<file path="src/rtl/icache.sv">
// Direct-mapped instruction cache: 16 one-word frames, tag = addr[31:6], index = addr[5:2].
// Latency: hits are combinational in IDLE; a miss costs one IDLE cycle plus FETCH cycles until iwait drops.
// Backpressure: stalls in FETCH while memory_control holds iwait; iflush aborts any fill and forces IDLE.
module icache (
  input  logic        CLK,
  input  logic        nRST,
  input  logic        imemREN,
  input  logic [31:0] imemaddr,
  input  logic        iflush,
  output logic        ihit,
  output logic [31:0] imemload,
  output logic        iREN,
  output logic [31:0] iaddr,
  input  logic        iwait,
  input  logic [31:0] iload,
  output logic [15:0] hitcnt
);

  typedef enum logic {IDLE = 1'b0, FETCH = 1'b1} state_t;

  state_t      r_state;
  state_t      w_next;

  logic [15:0] r_valid;
  logic [25:0] r_tag  [16];
  logic [31:0] r_data [16];
  logic [31:0] r_missaddr;
  logic [15:0] r_hitcnt;

  logic [3:0]  w_index;
  logic [25:0] w_tag;
  logic [3:0]  w_fill_index;
  logic        w_lookup_hit;
  logic        w_miss;
  logic        w_fill;
  logic        w_unused_addr_bits;

  assign w_index            = imemaddr[5:2];
  assign w_tag              = imemaddr[31:6];
  assign w_fill_index       = r_missaddr[5:2];
  // Byte offset within the word never matters for a word-per-frame cache.
  assign w_unused_addr_bits = &{1'b0, imemaddr[1:0]};

  // A flush in the same cycle masks the lookup so a stale frame can never be returned.
  assign w_lookup_hit = imemREN & r_valid[w_index] & (r_tag[w_index] == w_tag) & ~iflush;
  assign w_miss       = (r_state == IDLE) & imemREN & ~w_lookup_hit & ~iflush;
  assign w_fill       = (r_state == FETCH) & ~iwait & ~iflush;

  // State register.
  always_ff @(posedge CLK or negedge nRST) begin
    if (!nRST) r_state <= IDLE;
    else       r_state <= w_next;
  end

  // Next-state logic: a miss starts a fetch, memory completion or a flush returns to IDLE.
  always_comb begin
    w_next = r_state;
    case (r_state)
      IDLE:    if (w_miss) w_next = FETCH;
      FETCH:   if (!iwait) w_next = IDLE;
      default: w_next = IDLE;
    endcase
    if (iflush) w_next = IDLE;
  end

  // Output logic: hits only in IDLE, memory request only in FETCH, zeros otherwise.
  always_comb begin
    ihit     = (r_state == IDLE) & w_lookup_hit;
    imemload = ihit ? r_data[w_index] : 32'd0;
    iREN     = (r_state == FETCH);
    iaddr    = (r_state == FETCH) ? r_missaddr : 32'd0;
  end

  // Miss address is captured once on the miss and held through the whole fetch.
  always_ff @(posedge CLK or negedge nRST) begin
    if (!nRST)       r_missaddr <= 32'd0;
    else if (w_miss) r_missaddr <= {imemaddr[31:2], 2'b00};
  end

  // Frame storage: flush clears every valid bit; a fill overwrites its frame unconditionally.
  always_ff @(posedge CLK or negedge nRST) begin
    if (!nRST) begin
      r_valid <= 16'd0;
      for (int i = 0; i < 16; i++) begin
        r_tag[i]  <= 26'd0;
        r_data[i] <= 32'd0;
      end
    end else if (iflush) begin
      r_valid <= 16'd0;
    end else if (w_fill) begin
      r_valid[w_fill_index] <= 1'b1;
      r_tag[w_fill_index]   <= r_missaddr[31:6];
      r_data[w_fill_index]  <= iload;
    end
  end

  // Saturating hit counter.
  always_ff @(posedge CLK or negedge nRST) begin
    if (!nRST)                             r_hitcnt <= 16'd0;
    else if (ihit && r_hitcnt != 16'hFFFF) r_hitcnt <= r_hitcnt + 16'd1;
  end

  assign hitcnt = r_hitcnt;

endmodule

</file>
<file path="config.mk">
export PLATFORM = sky130hd
export DESIGN_NAME = icache
export DESIGN_NICKNAME = d
export VERILOG_FILES = /design/src/rtl/icache.sv
export SDC_FILE = /design/constraint.sdc
export NUM_CORES = 1
export LEC_CHECK = 0
export CORE_MARGIN = 2
export CORE_UTILIZATION = 56
export DETAILED_ROUTE_END_ITERATION = 10
export HOLD_SLACK_MARGIN = 0.03
export PLACE_DENSITY = 0.77
export SYNTH_ARGS = -nofsm -noshare
export SYNTH_HDL_FRONTEND = slang
export SYNTH_SLANG_ARGS = --single-unit
</file>
<file path="constraint.sdc">
create_clock -name CLK -period 4.7 [get_ports CLK]
set_input_delay 0.94 -clock CLK [delete_from_list [all_inputs] [get_ports CLK]]
set_output_delay 0.94 -clock CLK [all_outputs]
set_load 0.02 [all_outputs]
</file>
# == Word-level counts from Yosys, hierarchy flattened ==
# Cells that the tools add are included.
# classes
add_sub_neg,1
magnitude_cmp,6
n_eq_ne,2
muxes,24
bitwise,16
n_reduce_logical,5
# op_table
operator,n
$bwmux 512,1
$bwmux 416,1
$mux 32,5
$bmux 32 s4,1
$demux 32 s4,1
$bmux 26 s4,1
$demux 26 s4,1
$mux 26,3
$mux 16,2
$eq 26x26->1,1
$add 16x1->16 const B,1
$ne 16x16->1 const B,1
$or 16x16->16,1
$ge 5x5->1 const B,2
$lt 4x5->1 const B,2
$not 4->5,2
$and 1x1->1,9
$lt 5x1->1 const B,1
$mux 1,5
$bmux 1 s4,1
$demux 1 s4,1
$ge 4x1->1 const B,1
$not 1->1,4
$logic_and 1x1->1,3
other kinds (3),3
# totals
ff_bits,991
input_bits,69
out_inout_bits,82
wordCells,90

# == Logic depth before layout (Yosys ltp) ==
# depth
depth_word,13
depth_mapped,14
ltp_nobuf,9

# == Worst setup path after synthesis ==
# No wires, ideal clock.
# synth_path
path_type,input -> output
start,input port imemaddr[2]
end,output port imemload[22]
arrival_ns,3.877
required_time_ns,3.760
setup_slack_ns,-0.117
cell_stages,10
n_path_buf,7
path_cell_list,buf_2 > buf_4 > buf_6 > buf_4 > buf_2 > buf_1 > buf_2 > mux4_2 > mux4_2 > nor2b_1
# synth_via
elab_chain_len,9
elab_cells_between_ends,15
cone_classes,1 x eq/ne; 9 x mux; 5 x bitwise
# synth_lines
item,line,rtl
start: declaration,8,"input logic [31:0] imemaddr,"
$not 4->5 (not written as such),"45, 69",
$bmux 26 s4,45,assign w_lookup_hit = imemREN & r_valid[w_index] & (r_tag[w_index] == w_tag) & ~iflush;
$mux 26 (not written as such) (2 in series),45,
$eq 26x26->1,45,
$and 1x1->1 (2 in series),45,
$and 1x1->1,68,ihit = (r_state == IDLE) & w_lookup_hit;
$mux 32 *,69,imemload = ihit ? r_data[w_index] : 32'd0;
end: declaration,11,"output logic [31:0] imemload,"
# Every way passes the cells marked *; elsewhere a longest branch is shown, timed or not. The select of a mux whose other input is x is not followed.

# == Worst setup path after layout ==
# layout_path
start,input port imemaddr[2]
end,output port imemload[6]
# The elaborated chain is that of the path after synthesis.

==> results_dict.tcl <==
set metrics [dict create \
    timing.clock.skew_ns 0.0234 \
    crit_buf_inv 5 \
    crit_type "in2out" \
    hold_class "in2async" \
    num-nets-final 3206 \
    grt_start_max_net_pins 116 \
    type_of_origin_of_the_critical_path "input port" \
    cp_common_cell "buf_12" \
    worst_ir_drop_vdd_uv 336 \
    final_antenna_net_count 0 \
    clkLatencyLatePin_ns 0.66 \
    synth_enable_flop_cells 0 \
    cell_count_after_synthesis 2907 \
    final_min_period_over_clock_period 1.01 \
    route.detailed.wl_per_inst_um 27.2 \
    status "finished, violations left" \
    path_clk_slew_ns 0.06 \
    clock-sinks 991 \
    seq_area_frac_synth 0.548 \
    violations_in_the_final_reports "negative setup slack" \
    floorplan.initialDensity 0.564 \
    core_region_area_sq_mm 0.0803 \
    crit_chain "buf_16, buf_12, mux4_2, nor2_2, mux2_4, a222oi_1, a2111o_1, nor4_4, nand3_4, buf_12, clkbuf_16, nor2b_4, buf_6" \
    wirelength_um 116000 \
    finalMaxSlewViolations 0 \
    max_slew_margin 0.280 \
    synthesis.area_per_instance_sq_um 15.6 \
    worst_setup_path_end_kind "primary output" \
    num_vias 26881 \
    dieArea_sq_mm 0.0832 \
    multi_input_area_sq_mm 0.0198 \
    cts_inserted_buffers 101 \
    total_global_routing_overflow 0 \
    post-synth-top-area-cell "dfrtp_1" \
    critical_path.reg2reg.endpoint "hitcnt[14]$_DFFE_PN0P_" \
    pin_count 151 \
    iteration_count_of_the_initial_detailed_routing_pass 7 \
    first_iter_violations 2115 \
    grt_first_pass_wirelength_um 179000 \
    synth_ff_type "dfrtp_1" \
    power.static_leakage_nw 25.5 \
    cp_data_arrival_time_ns 3.80 \
    n_fill_cell 5320 \
    area.growth.synth_to_final_pct 17.9 \
    achievable-frequency_mhz 211 \
    worst_r2r_path_depth 12 \
    place.gp.congestion 0.845 \
    final-seq-area_sq_mm 0.0248 \
    cap_violations 0 \
    cts-hold-fix-buffers 0 \
    placementRows 104 \
    yosys.cell_types.count 60 \
    critical_path.max_stage_delay_ns 0.52 \
    postLayoutSetupSlackWorst_ns -0.0350 \
    port_buffers 146 \
    synth_largest_type_area_fraction 0.548 \
    timing.rr.start "r_tag[36]$_DFFE_PN0P_" \
    dpl_worst_slack_ns -0.774 \
    post_route_cells_drive_above_1_share 0.528 \
    cpMaxStageDelayCell "mux4_2" \
    htree_levels 3 \
    post-route-min-period_ns 4.74 \
    design_power_total_mw 22.7 \
    routed_via_density 6.28 \
    critPathRequiredTime_ns 3.76 \
    postSynth.asyncResetShare 1.00 \
    dieHeight_um 288 \
    setup_viols_final 12 \
    clock_path_buffers 3 \
    tightestPinTransition_ns 1.08 \
    number_of_synthesized_register_bits 991 \
    crit_path_max_fanout 8 \
    grt_setup_unrepaired "yes" \
    critical_path.top_delay_family "simple AND/OR/NAND/NOR gates" \
    grt_use_total 0.284 \
    cts_tree "done" \
    fin_hold_ws_ns 0.308 \
    drc 0 \
    die_width_um 288 \
    dp_hpwl_um 68900 \
    number_of_antenna_violations_at_the_first_check_in_global_routing 6 \
    worst-r2r-setup-slack_ns 1.03 \
    finalHoldViolCount 0 \
    pwr_density_cell_mw_per_mm2 425 \
    netlist_top_cells_area "dfrtp_1 55%, mux2_2 24%, mux4_2 12%, mux2i_1 1.8%, clkbuf_1 1.1%" \
    clock-root-buffer "clkbuf_16" \
    number_of_global_route_vias_before_repair 29576 \
    mappedNetlistArea_sq_mm 0.0453 \
    ys_warn_count 0 \
]
## registers in the layout, summed over array words and instances, names as in the netlist
name,count
hitcnt,16
r_valid,16
r_missaddr,30
r_data,512
r_tag,416
iREN,1
## cells in the final DEF, fill, tap and decap left out, drive strengths merged, types with 24 or more instances in the layout
master | synthesis | layout
nand2 | 28 | 28
nand3 | 28 | 28
dfrtp | 991 | 991
mux4 | 235 | 235
nor2b | 46 | 46
mux2i | 83 | 83
mux2 | 968 | 968
buf | 116 | 257
clkdlybuf4s50 | 0 | 108
clkbuf | 132 | 153
and2 | 35 | 35
a22oi | 24 | 24
clkinv | 1 | 31
## synthesized netlist by cell type (all sizes together) (3+ instances only)
cell	n
a21o	13
a21oi	9
a221oi	9
a22o	4
a22oi	24
a31oi	4
and2	35
and3	9
buf	116
clkbuf	132
dfrtp	991
inv	19
mux2	968
mux2i	83
mux4	235
nand2	28
nand2b	6
nand3	28
nand4	3
nor2	21
nor2b	46
nor3	18
nor4	4
nor4b	5
o211ai	4
o21ai	17
xnor2	18
xor2	23
## layout make-up
cell class | instances | area share
diodes | 1 | 0.0000469
clock buffers | 146 | 0.0553
clock inverters | 42 | 0.00821
inverters | 20 | 0.00145
multi-input cells | 1649 | 0.370
flip-flops and latches | 991 | 0.465
well taps | 1060 | 0.0248
repair buffers | 373 | 0.0751
## through the flow
step	TNS (ns)	util	cell area, sq um	std cells
2_1_floorplan	0	-	45300	2908
3_3_place_gp	-20.12	0.613	49200	4062
3_5_place_dp	-22.61	0.613	49200	4062
4_1_cts	0	0.659	52900	4268
5_1_grt	-2.60	0.665	53400	4281
6_report	-0.208	0.665	53400	4282
## worst max path at each step
| stage | startpoint | to | cells after the start |
|---|---|---|---|
| finish | imemaddr[2] | imemload[6] | 13 |
| global route | imemaddr[2] | imemload[5] | 13 |
| CTS | imemaddr[4] | imemload[9] | 14 |
| detailed placement | imemaddr[2] | imemload[6] | 14 |
| global placement | imemaddr[2] | imemload[7] | 14 |
| floorplan | imemaddr[4] | imemload[22] | 10 |
## what timing repair did
item	CTS	global route
resized for setup	180	87
buffers inserted	15	7
pin swaps	11	8
gates cloned	3	6
setup endpoints to repair	33	33
## metal layers
layer	track usage	wire length (um)	share of wire	vias up
met2	0.479	58400	0.50	807
li1	-	-	-	11234
met4	0.0859	3370	0.029	12
met3	0.0476	6370	0.055	219
met1	0.382	48200	0.41	14609
met5	0	63	0.00054	-
## power breakdown
| group | internal [mW] | total (mW) | switching, mW |
|---|---|---|---|
| Combinational | 2.19 | 3.57 | 1.38 |
| Sequential | 10.0 | 11.0 | 0.984 |
| Clock | 4.75 | 8.13 | 3.38 |
## cells by family after synthesis
group / share of synthesized area
multiplexers: 0.376
flip-flops: 0.548
buffers and inverters: 0.0246
AND/OR/NAND/NOR: 0.0269
AO/OA/AOI/OAI: 0.0167
XOR/XNOR: 0.00793
adder cells (fa/ha/maj): 0.000276
other: 0.0000828
Note: power is estimated with default switching activity, not from simulation.
